$ cat config.mk
export PLATFORM = sky130hd
export DESIGN_NAME = alu_seq
export DESIGN_NICKNAME = d
export VERILOG_FILES = /design/src/rtl/alu_seq.sv
export SDC_FILE = /design/constraint.sdc
export NUM_CORES = 1
export LEC_CHECK = 0
export ABC_AREA = 1
export ABC_CLOCK_PERIOD_IN_PS = 3500
export BUFFER_PORTS_ARGS = -buffer_cell sky130_fd_sc_hd__buf_4
export CAP_MARGIN = 20
export CORE_MARGIN = 1
export CORE_UTILIZATION = 64
export CTS_CLUSTER_DIAMETER = 40
export CTS_CLUSTER_SIZE = 10
export DETAILED_ROUTE_END_ITERATION = 8
export GPL_ROUTABILITY_DRIVEN = 0
export HOLD_SLACK_MARGIN = 0.05
export PLACE_DENSITY_LB_ADDON = 0.2
export SLEW_MARGIN = 10
export SYNTH_ARGS = -nofsm -noshare
export SYNTH_HDL_FRONTEND = slang
export SYNTH_SLANG_ARGS = --single-unit
$ cat constraint.sdc
create_clock -name CLK -period 3.5 [get_ports CLK]
set_input_delay 0.7 -clock CLK [delete_from_list [all_inputs] [get_ports CLK]]
set_output_delay 0.7 -clock CLK [all_outputs]
set_load 0.02 [all_outputs]
$ cat src/rtl/alu_seq.sv
// rtl/alu_seq.sv - sequential 8-bit ALU with multi-cycle MUL and bit-serial shifts
//
// Purpose: executes one operation per START, writes its result to a register
// file through WRITE/INADDRESS/RESULT. FWD/ADD/AND/OR take one EXEC cycle,
// MUL takes eight (shift-and-add), shifts take max(min(DATA2,8),1).
//
// Ports:
//   CLK        rising-edge clock
//   RESET      synchronous, active-high reset
//   START      request one operation (accepted in IDLE or DONE)
//   OPCODE     000 FWD, 001 ADD, 010 AND, 011 OR, 100 MUL, 101 SLL, 110 SRL, 111 SRA
//   DATA1      operand 1
//   DATA2      operand 2 / shift amount
//   DEST       destination register index
//   BUSY       high while executing
//   DONE       one-cycle completion pulse
//   RESULT     registered result
//   ZERO       RESULT == 0, registered with RESULT
//   WRITE      register-file write strobe (same cycle as DONE)
//   INADDRESS  register-file write index (latched DEST)
module alu_seq #(
  parameter int DW = 8
) (
  input  logic          CLK,
  input  logic          RESET,
  input  logic          START,
  input  logic [2:0]    OPCODE,
  input  logic [DW-1:0] DATA1,
  input  logic [DW-1:0] DATA2,
  input  logic [2:0]    DEST,
  output logic          BUSY,
  output logic          DONE,
  output logic [DW-1:0] RESULT,
  output logic          ZERO,
  output logic          WRITE,
  output logic [2:0]    INADDRESS
);

  localparam int CW = $clog2(DW + 1);
  localparam logic [DW-1:0] SH_CAP  = DW'(DW);
  localparam logic [CW-1:0] CNT_CAP = CW'(DW);

  localparam logic [2:0] OP_FWD = 3'b000;
  localparam logic [2:0] OP_ADD = 3'b001;
  localparam logic [2:0] OP_AND = 3'b010;
  localparam logic [2:0] OP_OR  = 3'b011;
  localparam logic [2:0] OP_MUL = 3'b100;
  localparam logic [2:0] OP_SLL = 3'b101;
  localparam logic [2:0] OP_SRL = 3'b110;

  typedef enum logic [1:0] {
    S_IDLE = 2'd0,
    S_EXEC = 2'd1,
    S_DONE = 2'd2
  } state_t;

  state_t        state_q, state_d;
  logic [2:0]    op_q, op_d;
  logic [DW-1:0] a_q, a_d;       // operand 1; shifted in place for MUL and shifts
  logic [DW-1:0] b_q, b_d;       // operand 2; multiplier bits consumed LSB-first
  logic [DW-1:0] acc_q, acc_d;   // MUL partial product
  logic [CW-1:0] cnt_q, cnt_d;   // EXEC steps remaining (0 only for shift-by-0)
  logic [2:0]    dest_q, dest_d;
  logic [DW-1:0] result_q, result_d;
  logic          zero_q, zero_d;
  logic [2:0]    addr_q, addr_d;
  logic [DW-1:0] sh_val;
  logic [DW-1:0] fin;

  always_ff @(posedge CLK) begin
    if (RESET) begin
      state_q  <= S_IDLE;
      op_q     <= '0;
      a_q      <= '0;
      b_q      <= '0;
      acc_q    <= '0;
      cnt_q    <= '0;
      dest_q   <= '0;
      result_q <= '0;
      zero_q   <= 1'b1;
      addr_q   <= '0;
    end else begin
      state_q  <= state_d;
      op_q     <= op_d;
      a_q      <= a_d;
      b_q      <= b_d;
      acc_q    <= acc_d;
      cnt_q    <= cnt_d;
      dest_q   <= dest_d;
      result_q <= result_d;
      zero_q   <= zero_d;
      addr_q   <= addr_d;
    end
  end

  // One-bit shift step of the working operand.
  always_comb begin
    sh_val = a_q;
    case (op_q)
      OP_SLL:  sh_val = {a_q[DW-2:0], 1'b0};
      OP_SRL:  sh_val = {1'b0, a_q[DW-1:1]};
      default: sh_val = {a_q[DW-1], a_q[DW-1:1]};
    endcase
  end

  always_comb begin
    state_d  = state_q;
    op_d     = op_q;
    a_d      = a_q;
    b_d      = b_q;
    acc_d    = acc_q;
    cnt_d    = cnt_q;
    dest_d   = dest_q;
    result_d = result_q;
    zero_d   = zero_q;
    addr_d   = addr_q;
    fin      = '0;
    case (state_q)
      S_IDLE, S_DONE: begin
        state_d = S_IDLE;
        if (START) begin
          state_d = S_EXEC;
          op_d    = OPCODE;
          a_d     = DATA1;
          b_d     = DATA2;
          acc_d   = '0;
          dest_d  = DEST;
          if (OPCODE == OP_MUL)
            cnt_d = CNT_CAP;
          else if (OPCODE[2])
            cnt_d = (DATA2 >= SH_CAP) ? CNT_CAP : DATA2[CW-1:0];
          else
            cnt_d = CW'(1);
        end
      end
      S_EXEC: begin
        case (op_q)
          OP_FWD: fin = b_q;
          OP_ADD: fin = a_q + b_q;
          OP_AND: fin = a_q & b_q;
          OP_OR:  fin = a_q | b_q;
          OP_MUL: begin
            acc_d = acc_q + (b_q[0] ? a_q : '0);
            a_d   = {a_q[DW-2:0], 1'b0};
            b_d   = {1'b0, b_q[DW-1:1]};
            fin   = acc_d;
          end
          default: begin
            // A zero shift count still spends one cycle but leaves DATA1 as is.
            if (cnt_q != '0)
              a_d = sh_val;
            fin = a_d;
          end
        endcase
        if (cnt_q != '0)
          cnt_d = cnt_q - 1'b1;
        if (cnt_q <= CW'(1)) begin
          state_d  = S_DONE;
          result_d = fin;
          zero_d   = (fin == '0);
          addr_d   = dest_q;
        end
      end
      default: state_d = S_IDLE;
    endcase
  end

  assign BUSY      = (state_q == S_EXEC);
  assign DONE      = (state_q == S_DONE);
  assign WRITE     = (state_q == S_DONE);
  assign RESULT    = result_q;
  assign ZERO      = zero_q;
  assign INADDRESS = addr_q;

endmodule
# Word level (Yosys, flattened, before mapping)
# Index checks and enable logic that the tools add are counted.
dict set report classes {
  eq_ne 14
  order_cmp 2
  n_addsub 3
  n_bitwise 2
  muxes 23
  n_reduce_logical 12
}
# op count
set ops {}
lappend ops {{8-bit one-hot mux with 2 select lines} 5}
lappend ops {{8-bit two-way mux} 8}
lappend ops {{8-bit one-hot mux with 5 select lines} 1}
lappend ops {{4-bit two-way mux} 5}
lappend ops {{8-bit adder} 2}
lappend ops {{3-bit == test, second input constant} 4}
lappend ops {{3-bit AND reduction} 3}
lappend ops {{8-bit AND} 1}
lappend ops {{8-bit by 4-bit greater-or-equal comparator with 1-bit output, second input constant} 1}
lappend ops {{8-bit zero test} 1}
lappend ops {{8-bit OR} 1}
lappend ops {{4-bit one-hot mux with 2 select lines} 1}
lappend ops {{3-bit by 2-bit == test with 1-bit output, second input constant} 2}
lappend ops {{2-bit by 1-bit != test with 1-bit output, second input constant} 3}
lappend ops {{4-bit by 1-bit <= comparator with 1-bit output, second input constant} 1}
lappend ops {{2-bit != test, second input constant} 2}
lappend ops {{2-bit one-hot mux with 2 select lines} 1}
lappend ops {{2-bit AND reduction} 2}
lappend ops {{4-bit nonzero test} 1}
lappend ops {{4-bit OR reduction} 1}
lappend ops {{4-bit by 1-bit subtractor with 4-bit output, second input constant} 1}
lappend ops {{3-bit by 1-bit == test with 1-bit output, second input constant} 1}
lappend ops {{3-bit zero test} 1}
lappend ops {{2-bit by 1-bit == test with 1-bit output, second input constant} 1}
lappend ops {{6 further kinds} 6}
dict set report totals {
  register_bits 48
  in_bits 25
  output_inout_bits 15
}

# Logic depth before layout (Yosys ltp)
# Gate-level depths: netlist of the first run.
dict set report depth {
  ltp_word 6
  mapped_depth 17
  mapped_depth_nobuf 16
}

# Worst setup path after synthesis of the first run
# Ideal clock, no wire load.
dict set report synth_path {
  path_kind {flip-flop to flip-flop}
  from {reg a_q[0]}
  to {reg zero_q, in the netlist ZERO}
  path_slack_ps 1538
  setup_ps 58
  period_less_slack_ps 1962
  arrival_ps 1904
  stages_incl_launch_ff 17
  n_path_buf 0
  path_cell_list {dfxtp_1 > ha_1 > ha_1 > fa_1 > inv_1 > nand2_1 > nand2_1 > nor2_1 > nor2_1 > nand3_1 > nand2_1 > nand2_1 > nor2_1 > nand2_1 > nor2_1 > nand2_1 > nand2_1}
}
dict set report synth_via {
  elab_chain_cells 5
  word_cells_on_any_way 10
  cone_classes {2 x add/sub; 5 x mux; 2 x bitwise; 1 x reduce/logical}
}
# item line_no
set synth_lines {}
lappend synth_lines {{from (decl)} 59} ;# logic [DW-1:0] a_q, a_d;
lappend synth_lines {{from (signal assigned)} 74} ;# a_q <= '0;
lappend synth_lines {{from (signal assigned)} 85} ;# a_q <= a_d;
lappend synth_lines {{8-bit two-way mux or 8-bit one-hot mux with 2 select lines (tied branches)} {143, 99}}
lappend synth_lines {{8-bit adder or 8-bit two-way mux (tied branches)} {143, 150}}
lappend synth_lines {{8-bit one-hot mux with 5 select lines (*)} 137} ;# case (op_q)
lappend synth_lines {{8-bit two-way mux (*)} 118} ;# case (state_q)
lappend synth_lines {{8-bit zero test (*)} 160} ;# zero_d = (fin == '0);
lappend synth_lines {{to (signal assigned)} 91} ;# zero_q <= zero_d;
lappend synth_lines {{to (decl)} 65} ;# logic zero_q, zero_d;
# Mark *: on every way between the ends. The rest lies on a longest branch, timed or not. The select of a mux whose other input is x is not followed.
# A chain may end at the register's enable or synchronous reset.

# Worst setup path after layout of the first run
dict set report layout_path {
  from {reg b_q[0]}
  to {reg zero_q, in the netlist ZERO}
}
dict set report layout_via {
  elab_chain_cells 5
  word_cells_on_any_way 8
  cone_classes {2 x add/sub; 3 x mux; 2 x bitwise; 1 x reduce/logical}
}
# item line_no
set layout_lines {}
lappend layout_lines {{from (decl)} 60} ;# logic [DW-1:0] b_q, b_d;
lappend layout_lines {{from (signal assigned)} 75} ;# b_q <= '0;
lappend layout_lines {{from (signal assigned)} 86} ;# b_q <= b_d;
lappend layout_lines {{8-bit two-way mux} 143} ;# acc_d = acc_q + (b_q[0] ? a_q : '0);
lappend layout_lines {{8-bit adder} 143}
lappend layout_lines {{8-bit one-hot mux with 5 select lines (*)} 137}
lappend layout_lines {{8-bit two-way mux (*)} 118}
lappend layout_lines {{8-bit zero test (*)} 160}
# Marks and branches as above.

==> run summary, run 1 <==
Outcome -> complete, no violations
Post-DP HPWL -> 7320 µm
Internal reg-to-reg setup slack -> 1.05 ns
Overall power -> 1.70 mW
Internal -> 1.07 mW
Core area -> 5200 µm²
Final Skew -> 0.00761 ns
Total of max-cap violations -> 0
Comb pwr share -> 31.4%
TritonCTS Sinks -> 48
Power Density -> 430 nW/µm²
Hold path start -> acc_q[0]
Number of fill cells in the layout -> 421
Util after Layout -> 76.2%
Most used DFF post-synth -> dfxtp_1
Std-Cell Rows -> 26
Synth cell types -> 31
Pins Over Slew Limit -> 0
Hold WC Path Type -> flop to flop
Sequential share of the synthesized area -> 27.1%
Mux contribution to synthesized area -> 0%
Die height -> 76.4 µm
1st-iter DRT viols -> 399
Switching Fraction -> 37.4%
Drt via density -> 6.01
Post-Synth XOR/XNOR Area -> 0.247%
Syn avg cell area -> 6.30 µm²
Initial antenna violation count -> 0
Fin. Hold Viols -> 0
Pin count of the biggest net entering global routing -> 35
First-pass GRT wire length -> 17,600 µm
Setup Fix Bufs, Post-CTS -> 0
EDFF count, synth -> 0
Port bufs -> 39
Clock Tree Root -> clkbuf_8
Bufs on Longest Clock Path -> 2
CTS tree -> yes
Setup TNS -> 0 ns
Final Non-Filler Cells -> 662
Syn Nets -> 615
Register bit count reported by yosys -> 48
Crit end category -> flop
Commonest non-fill, non-tap cell in the layout -> nand2_1
Skew-Pair Late Insertion Delay -> 0.32 ns
Clock transition at path regs -> 0.10 ns
Reported net switching power -> 638 µW
Place WS -> 1.16 ns
Final worst path period need -> 2.45 ns
Hold Path Stages -> 2
CP startpoint -> b_q[0]
All-Layer GR Usage -> 38.1%
Simple logic cell fraction of the synthesized area -> 35.8%
CP arrival -> 2.72 ns
Most frequent cells in the layout -> nand2_1, inv_1, nand3_1
Post-Synth Adder-Cell Area -> 10.3%
FFs w/ async S/R, synth -> 0%
DRC viols -> 0
Via count -> 3,980
Slew at the pin with the worst max-slew slack -> 0.829 ns
Post-Syn Area -> 3540 µm²
ANT nets after route -> 0
Worst Setup Start Kind -> flop
PnR worst setup slack -> 1.05 ns
CTS Buf Count -> 5
IO Pins -> 40
Largest family of logic cells by synthesized area -> simple AND/OR/NAND/NOR gates
Inserted Diodes -> 0
Layout area overhead -> 11.9%
Drt first pass iters -> 9
Clock share of power -> 29.6%
Worst supply voltage drop on vdd -> 408 µV
Final WL -> 10,400 µm
CP endpoint -> ZERO
DP Cell Count -> 654
Final setup fails -> 0
Number of global-route vias before repair -> 3,819
GR Overflow Total -> 0
RSZ-0062 raised after global routing -> no
CTS Hold Buffers Added -> 0
Final worst path period share -> 70.1%
Worst relative slew slack -> 44.7%
Post-CTS Resized -> 0
Critical Path RT -> 3.77 ns
Reg-to-reg endpoint -> ZERO
YS warnings -> 0
Achievable frequency -> 407 MHz
Critical path type -> flop to flop
WL/cell -> 15.6 µm
Register share of total power -> 39.0%
Cells after synthesis -> 562
Initial Util -> 68.1%
Die area -> 5840 µm²
CP Max Fanout -> 11
Worst r2r path cells -> 12
Worst r2r src -> b_q[0]
H-tree Lvls -> 2
NumNets Final -> 644
Compound-Gate Fraction of Synth Area -> 14.9%
Layout cells sized above 1 -> 10.5%
Leakage Power -> 1.93 nW
DIE WIDTH -> 76.4 µm
-- cells by family (layout without fill, tap and decap cells) --
kind of cell | Yosys count | count (layout)
buffers and inverters | 98 | 128
AND/OR/NAND/NOR | 293 | 293
adder cells (fa/ha/maj) | 28 | 28
XOR/XNOR | 1 | 1
flip-flops | 48 | 48
AO/OA/AOI/OAI | 94 | 94
-- area by class of cell --
type	count	area, µm²	area share, %
clock inverters	3	68.8	1.74
well taps	70	87.6	2.21
inverters	79	302	7.60
multi-input cells	416	2170	54.7
clock buffers	5	68.8	1.74
repair buffers	41	308	7.76
flip-flops and latches	48	961	24.2
-- worst min-delay path by stage --
stage                     slack [ns]       end
after floorplan                 0.44  acc_q[7]
after global placement          0.45  acc_q[7]
after detailed placement        0.46  acc_q[2]
after CTS                       0.47  acc_q[2]
after global routing            0.51  acc_q[6]
final                           0.48  acc_q[0]
-- flip-flops by register name, indices dropped and copies added (netlist names) --
name and flops:
INADDRESS 3, RESULT 8, state_q 2, ZERO 1
dest_q 3, acc_q 8, op_q 3, a_q 8
b_q 8, cnt_q 4
-- cell usage after synthesis, types with 2 or more instances --
master,n,share of area [%]
fa_1,2,1.1
nand4_1,12,2.1
buf_6,2,0.64
inv_2,5,0.53
ha_1,26,9.2
nor3_1,5,0.71
inv_1,72,7.6
a31oi_1,8,1.4
nand2_1,150,16
o211ai_1,3,0.64
nand3_1,60,8.5
a41oi_1,7,1.7
nor2_4,2,0.64
dfxtp_1,48,27
a21oi_1,31,4.4
clkbuf_1,8,0.85
o22ai_1,4,0.71
buf_4,5,1.1
buf_2,4,0.57
nor2_1,54,5.7
nor2_2,3,0.53
o21ai_0,38,5.4
nand3b_1,5,1.1
-- power by group through the flow --
stage	Clock, mW	Sequential, mW	Combinational [mW]
final	0.504	0.664	0.536
after global routing	0.516	0.669	0.594
after CTS	0.497	0.659	0.520
after detailed placement	0	0.671	0.508
after global placement	0	0.670	0.494
after floorplan	0	0.667	0.359
-- critical path, stage by stage (launching register included) --
cell and delay [ns]:
dfxtp_1 0.44, ha_1 0.29, ha_1 0.22, fa_1 0.44, nand3_1 0.13, nand3_1 0.10
nand3_1 0.13, nand4_1 0.23, nor2_1 0.16, nand2_1 0.07, nor2_1 0.08, nand2_1 0.06
nand2_1 0.05
-- stage by stage --
step                      cell area, µm²  hold WS [ns]
after CTS                           3970         0.475
final                               3970         0.478
after detailed placement            3830         0.462
after global placement              3830         0.454
after global routing                3970         0.508
after floorplan                     3540         0.438
-- metal layers --
metal | up-vias | global-route usage (%) | routed length (µm)
li1 | 1902 | - | -
met2 | 220 | 63.3 | 4850
met5 | - | 0 | 0
met3 | 62 | 9.82 | 943
met4 | 0 | 21.2 | 590
met1 | 1796 | 44.5 | 3970
(Power assumes the default switching activity.)
==> run 2, diff against run 1 <==
--- a/config.mk
+++ b/config.mk
@@ -5,12 +5,12 @@
 export SDC_FILE = /design/constraint.sdc
 export NUM_CORES = 1
 export LEC_CHECK = 0
-export ABC_AREA = 1
-export ABC_CLOCK_PERIOD_IN_PS = 3500
+export ABC_AREA = 0
+export ABC_CLOCK_PERIOD_IN_PS = 2100
 export BUFFER_PORTS_ARGS = -buffer_cell sky130_fd_sc_hd__buf_4
 export CAP_MARGIN = 20
 export CORE_MARGIN = 1
-export CORE_UTILIZATION = 64
+export CORE_UTILIZATION = 54
 export CTS_CLUSTER_DIAMETER = 40
 export CTS_CLUSTER_SIZE = 10
 export DETAILED_ROUTE_END_ITERATION = 8
==> constraint.sdc (replaced) <==
create_clock -name CLK -period 2.1 [get_ports CLK]
set_input_delay 0.42 -clock CLK [delete_from_list [all_inputs] [get_ports CLK]]
set_output_delay 0.42 -clock CLK [all_outputs]
set_load 0.02 [all_outputs]
==> run summary, run 2 <==
CP arrival -> 2.65 ns (-0.07 ns)
TritonCTS Sinks -> 48 (unchanged)
CTS Buf Count -> 5 (unchanged)
Slew at the pin with the worst max-slew slack -> 0.587 ns (-0.241 ns)
Leakage Power -> 1.93 nW (-0.18%)
Worst relative slew slack -> 60.7% (+16 points)
Critical path's slowest cell -> fa_2
Die area -> 6900 µm² (+18%)
Hold WC Path Type -> input pin to flop
Pins Over Slew Limit -> 0 (unchanged)
Std-Cell Rows -> 29 (+12%)
Crit end category -> flop
Worst Setup Start Kind -> flop
Register bit count reported by yosys -> 48 (unchanged)
Syn Nets -> 534 (-13%)
Outcome -> finished, violations left
Syn avg cell area -> 7.38 µm² (+17%)
CP Max Fanout -> 3 (-8)
Final Skew -> 0.00474 ns (-0.00287 ns)
Critical path type -> flop to flop
Util after Layout -> 73.3% (-2.8 points)
Max incr delay on CP -> 0.39 ns (-0.05 ns)
Via count -> 4,020 (+1.0%)
Number of fill cells in the layout -> 476 (+13%)
CTS tree -> yes
First-pass GRT wire length -> 18,300 µm (+3.7%)
Critical Path RT -> 2.37 ns (-1.40 ns)
Layout cells sized above 1 -> 30.9% (+20 points)
H-tree Lvls -> 2 (unchanged)
ANT nets after route -> 0 (unchanged)
Pin count of the biggest net entering global routing -> 49 (+40%)
Overall power -> 2.89 mW (+70%)
Clock Tree Root -> clkbuf_8
Initial antenna violation count -> 0 (unchanged)
GR Overflow Total -> 0 (unchanged)
Inserted Diodes -> 0 (unchanged)
Failing checks -> negative setup slack
Cell mode on critical path -> ha_4
RSZ-0062 raised after global routing -> yes
Cells after synthesis -> 481 (-14%)
Area leader, netlist -> dfxtp_1
Layout area overhead -> 31.1%
Final WL -> 11,500 µm (+12%)
EDFF count, synth -> 0 (unchanged)
IO Pins -> 40 (unchanged)
Clock transition at path regs -> 0.10 ns (about the same)
Synth cell types -> 57 (+84%)
Post-DP HPWL -> 8310 µm (+14%)
Worst supply voltage drop on vdd -> 478 µV (+17%)
Area contributors post-synth -> dfxtp_1, ha_1, nand2_1
PnR worst setup slack -> -0.273 ns (-1.32 ns)
Drt first pass iters -> 6 (-3)
Skew-Pair Late Insertion Delay -> 0.32 ns (about the same)
Most frequent cells in the layout -> buf_4, nand2_1, nor2_1
Commonest cells in the netlist -> nand2_1, nor2_1, dfxtp_1
Initial Util -> 55.9% (-12 points)
Core area -> 6350 µm² (+22%)
Achievable frequency -> 421 MHz (+3.5%)
DRC viols -> 0 (unchanged)
Most used DFF post-synth -> dfxtp_1
Post-synth top area share -> 27.1% (-0.067 points)
Critical Path, Cell by Cell -> ha_4 > ha_4 > fa_2 > a211oi_4 > nor3b_2 > o22ai_2 > or3_4 > a31oi_4 > nor4_2 > a31o_1
Number of global-route vias before repair -> 3,766 (-1.4%)
1st-iter DRT viols -> 497 (+25%)
CTS Hold Buffers Added -> 0 (unchanged)
FFs w/ async S/R, synth -> 0% (unchanged)
DIE WIDTH -> 83.1 µm (+8.8%)
Total of max-cap violations -> 0 (unchanged)
Final worst path period need -> 2.37 ns (-0.0820 ns)
Bufs on Longest Clock Path -> 2 (unchanged)
Final setup fails -> 9 (+9)
Sequential share of the synthesized area -> 27.1% (-0.067 points)
Port bufs -> 39 (unchanged)
Post-Syn Area -> 3550 µm² (+0.25%)
Die height -> 83.1 µm (+8.8%)
WL/cell -> 17.9 µm (+15%)
Commonest non-fill, non-tap cell in the layout -> buf_4
NumNets Final -> 619 (-3.9%)
All-Layer GR Usage -> 32.8% (-5.3 points)
Fin. Hold Viols -> 0 (unchanged)
Most frequent cell after synthesis -> nand2_1
YS warnings -> 0 (unchanged)
Drt via density -> 6.24 (+3.8%)
Power Density -> 621 nW/µm² (+45%)
Final worst path period share -> 113% (+43 points)
==> run 2: cell types whose count changed after synthesis, moves of 6 or more <==
cell,change
a211oi_1,+7
a21oi_1,+12
a311oi_1,+11
a41oi_1,-7
inv_1,-43
nand2_1,-77
nand3_1,-50
nand4_1,-12
nor2_1,+12
nor2b_1,+6
o21ai_0,-15
o221ai_1,+8
==> run 2: area by class of cell <==
cell class	instances	area (µm²)	area share, %
clock buffer	5	68.8	1.48
clock inverter	3	47.5	1.02
inverter	29	111	2.39
multi-input combinational	375	2540	54.6
sequential	48	970	20.8
tap	77	96.3	2.07
timing repair buffer	107	820	17.6
==> run 2: what timing repair did <==
action                     4_1_cts  5_1_grt
hold endpoints to repair         0        0
setup endpoints to repair        9       19
buffers inserted                 0        5
gates resized for setup          6       42
pin swaps                        1       17
==> run 2: kinds of logic after synthesis <==
| logic type | synth area share (%) |
|---|---|
| compound gates | 26.6 |
| xor+xnor | 2.22 |
| fa+ha+maj | 10.3 |
| buf+inv | 7.40 |
| flops | 27.1 |
| mux | 2.04 |
| simple gates | 24.4 |
==> run 2: worst paths after layout <==
check        startpoint            to  slack [ns]  cells after the start
max              b_q[0]          ZERO       -0.27                     10
min             DEST[0]     dest_q[0]        0.34                      3
max reg2reg      b_q[0]          ZERO       -0.27                     10
min reg2reg   dest_q[1]  INADDRESS[1]        0.46                      2
==> run 2: critical path: cells and delay by family, from the launching register on <==
kind | cells | cell delay (ns)
fa+ha+maj | 3 | 0.72
compound gates | 4 | 0.68
simple gates | 3 | 0.54
flops | 1 | 0.38
==> run 2: through the flow <==
| stage | std cells | cell area, µm² | setup WS (ns) | hold WS, ns | setup TNS [ns] |
|---|---|---|---|---|---|
| floorplan | 481 | 3590 | -0.0893 | 0.432 | -0.0893 |
| global placement | 631 | 4310 | -0.177 | 0.439 | -0.452 |
| detailed placement | 631 | 4310 | -0.271 | 0.445 | -1.07 |
| CTS | 639 | 4440 | -0.297 | 0.341 | -1.12 |
| global route | 644 | 4660 | -0.415 | 0.362 | -2.34 |
| finish | 644 | 4660 | -0.273 | 0.342 | -1.33 |
==> run 2: report_power, final <==
| part | switching (mW) | total, mW | internal [mW] |
|---|---|---|---|
| combinational | 0.635 | 1.12 | 0.485 |
| clock | 0.375 | 0.734 | 0.360 |
| sequential | 0.0620 | 1.04 | 0.975 |
==> run 2: per-layer routing <==
metal / global-route usage [%] / wire length (µm) / up-vias
li1: - / - / 1872
met4: 16.5 / 385 / 0
met2: 52.6 / 5420 / 231
met3: 5.17 / 1020 / 46
met5: 0 / 0 / -
met1: 42.8 / 4710 / 1871
==> run 3, diff against run 2 <==
--- a/config.mk
+++ b/config.mk
@@ -7,13 +7,13 @@
 export LEC_CHECK = 0
 export ABC_AREA = 0
 export ABC_CLOCK_PERIOD_IN_PS = 2100
-export BUFFER_PORTS_ARGS = -buffer_cell sky130_fd_sc_hd__buf_4
 export CAP_MARGIN = 20
 export CORE_MARGIN = 1
-export CORE_UTILIZATION = 54
+export CORE_UTILIZATION = 58
 export CTS_CLUSTER_DIAMETER = 40
 export CTS_CLUSTER_SIZE = 10
 export DETAILED_ROUTE_END_ITERATION = 8
+export DONT_BUFFER_PORTS = 1
 export GPL_ROUTABILITY_DRIVEN = 0
 export HOLD_SLACK_MARGIN = 0.05
 export PLACE_DENSITY_LB_ADDON = 0.2
==> run summary, run 3 (synthesis results as in run 2) <==
Outcome -> finished, violations left
Failing checks -> negative setup slack
Skew-Pair Late Insertion Delay -> 0.32 ns (about the same)
Drt first pass iters -> 7 (+1)
Hold Path Stages -> 1 (-2)
Critical path type -> flop to flop
Fin. Hold Viols -> 0 (unchanged)
Commonest non-fill, non-tap cell in the layout -> nand2_1
1st-iter DRT viols -> 625 (+26%)
Final worst path period need -> 2.37 ns (-0.00114 ns)
Drt via density -> 6.44 (+3.2%)
Worst r2r path cells -> 10 (unchanged)
Pin count of the biggest net entering global routing -> 49 (unchanged)
Via count -> 3,902 (-2.9%)
WL/cell -> 18.0 µm (+0.32%)
Worst r2r src -> a_q[3]
Die area -> 6440 µm² (-6.7%)
Die height -> 80.2 µm (-3.4%)
Sequential cell area -> 963 µm² (-0.65%)
Number of global-route vias before repair -> 3,440 (-8.7%)
PnR worst setup slack -> -0.272 ns (+0.00114 ns)
CTS tree -> yes
Clock Tree Root -> clkbuf_8
NumNets Final -> 583 (-5.8%)
Leakage Power -> 1.75 nW (-9.3%)
Bufs on Longest Clock Path -> 2 (unchanged)
IO Pins -> 40 (unchanged)
Hold path start -> RESET
H-tree Lvls -> 2 (unchanged)
CP Max Fanout -> 4 (+1)
CTS Buf Count -> 5 (unchanged)
Area occupied by multi-input gates -> 2420 µm² (-4.7%)
Number of fill cells in the layout -> 455 (-4.4%)
Overall power -> 2.90 mW (+0.35%)
Final setup fails -> 9 (unchanged)
Pins Over Slew Limit -> 0 (unchanged)
First-pass GRT wire length -> 16,900 µm (-7.6%)
GR Overflow Total -> 0 (unchanged)
Std-Cell Rows -> 28 (-3.4%)
Final worst path period share -> 113% (about the same)
Port bufs -> 0 (-100%)
Setup TNS -> -1.07 ns (+0.263 ns)
Endpoint, Worst Hold -> RESULT[7]
Inserted Diodes -> 0 (unchanged)
All-Layer GR Usage -> 34.5% (+1.6 points)
Worst relative slew slack -> 58.4% (-2.3 points)
Most frequent cells in the layout -> nand2_1, buf_4, nor2_1
TritonCTS Sinks -> 48 (unchanged)
Clock transition at path regs -> 0.10 ns (about the same)
Slew at the pin with the worst max-slew slack -> 0.618 ns (+0.0304 ns)
Hold WC Path Type -> input pin to flop
Reg-to-reg endpoint -> ZERO
Initial Util -> 60.0% (+4.1 points)
Achievable frequency -> 422 MHz (about the same)
Post-DP HPWL -> 7830 µm (-5.7%)
Initial antenna violation count -> 0 (unchanged)
Layout area overhead -> 20.5%
DRC viols -> 0 (unchanged)
Critical Path RT -> 2.37 ns (about the same)
Internal reg-to-reg setup slack -> -0.27 ns (about the same)
Core area -> 5920 µm² (-6.8%)
Final Non-Filler Cells -> 606 (-5.9%)
Power Density -> 678 nW/µm² (+9.2%)
Worst supply voltage drop on vdd -> 479 µV (+0.23%)
Worst Setup Start Kind -> flop
Crit end category -> flop
DP Cell Count -> 595 (-5.7%)
CP arrival -> 2.64 ns (about the same)
DIE WIDTH -> 80.2 µm (-3.4%)
Final Skew -> 0.00933 ns (+0.00458 ns)
Final WL -> 10,900 µm (-5.6%)
Total of max-cap violations -> 0 (unchanged)
ANT nets after route -> 0 (unchanged)
RSZ-0062 raised after global routing -> yes
Layout cells sized above 1 -> 21.7% (-9.2 points)
-- run 3: cell types whose count changed in the layout (fill, tap and decap cells not counted), sizes merged --
cell    delta
inv        +1
buf       -36
bufinv     +1
clkinv     -2
-- run 3: timing repair --
| action | CTS | global route |
|---|---|---|
| gates resized for setup | 10 | 8 |
| pin swaps | 3 | 2 |
| hold buffers | 0 | 0 |
| endpoints found under the hold margin | 0 | 0 |
| endpoints found under the setup margin | 9 | 17 |
| buffers inserted | 1 | 2 |
-- run 3: where the power goes --
| part | total [mW] | switching [mW] | internal, mW |
|---|---|---|---|
| combinational | 1.02 | 0.584 | 0.436 |
| sequential | 1.05 | 0.0727 | 0.974 |
| clock | 0.835 | 0.356 | 0.480 |
-- run 3: per-stage QoR --
step           cell area, µm²  utilization [%]  worst slack [ns]  hold WS, ns
5_1_grt                  4280             72.3            -0.420        0.149
2_1_floorplan            3590                -           -0.0893        0.432
3_3_place_gp             4050             68.4            -0.160        0.434
6_report                 4280             72.3            -0.272        0.157
4_1_cts                  4230             71.5            -0.190        0.157
3_5_place_dp             4050             68.4            -0.254        0.440
-- run 3: routing by layer --
metal  routed length, µm  vias up  GRT usage, %
met3                1020       61          5.57
li1                    -     1794             -
met2                4850      248          54.3
met4                 675        0          19.6
met5                   0        -             0
met1                4350     1799          44.4
-- run 3: worst max path at each step --
stage           start  cells after the start  slack [ns]   endpoint
4_1_cts        b_q[0]                     10       -0.19       ZERO
6_report       a_q[3]                     10       -0.27       ZERO
3_3_place_gp   b_q[0]                     10       -0.16       ZERO
5_1_grt        a_q[1]                     10       -0.42       ZERO
3_5_place_dp   b_q[0]                     11       -0.25  RESULT[6]
2_1_floorplan  b_q[0]                     10       -0.09       ZERO
-- run 3: worst max-delay path, cell delays in order, from the launching register on --
cell and delay (ns):
dfxtp_1 0.34, inv_1 0.07, buf_4 0.14, ha_1 0.33
o21ai_0 0.29, a21oi_1 0.11, o2111ai_1 0.20, o311a_1 0.23
a31oi_2 0.11, nor4_1 0.32, a31o_1 0.18
-- run 3: final cells by class --
class / count / area share, %
timing repair buffer: 71 / 12.8
multi-input combinational: 375 / 56.7
inverter: 29 / 2.54
tap: 75 / 2.19
sequential: 48 / 22.5
clock buffer: 5 / 1.61
clock inverter: 3 / 1.61
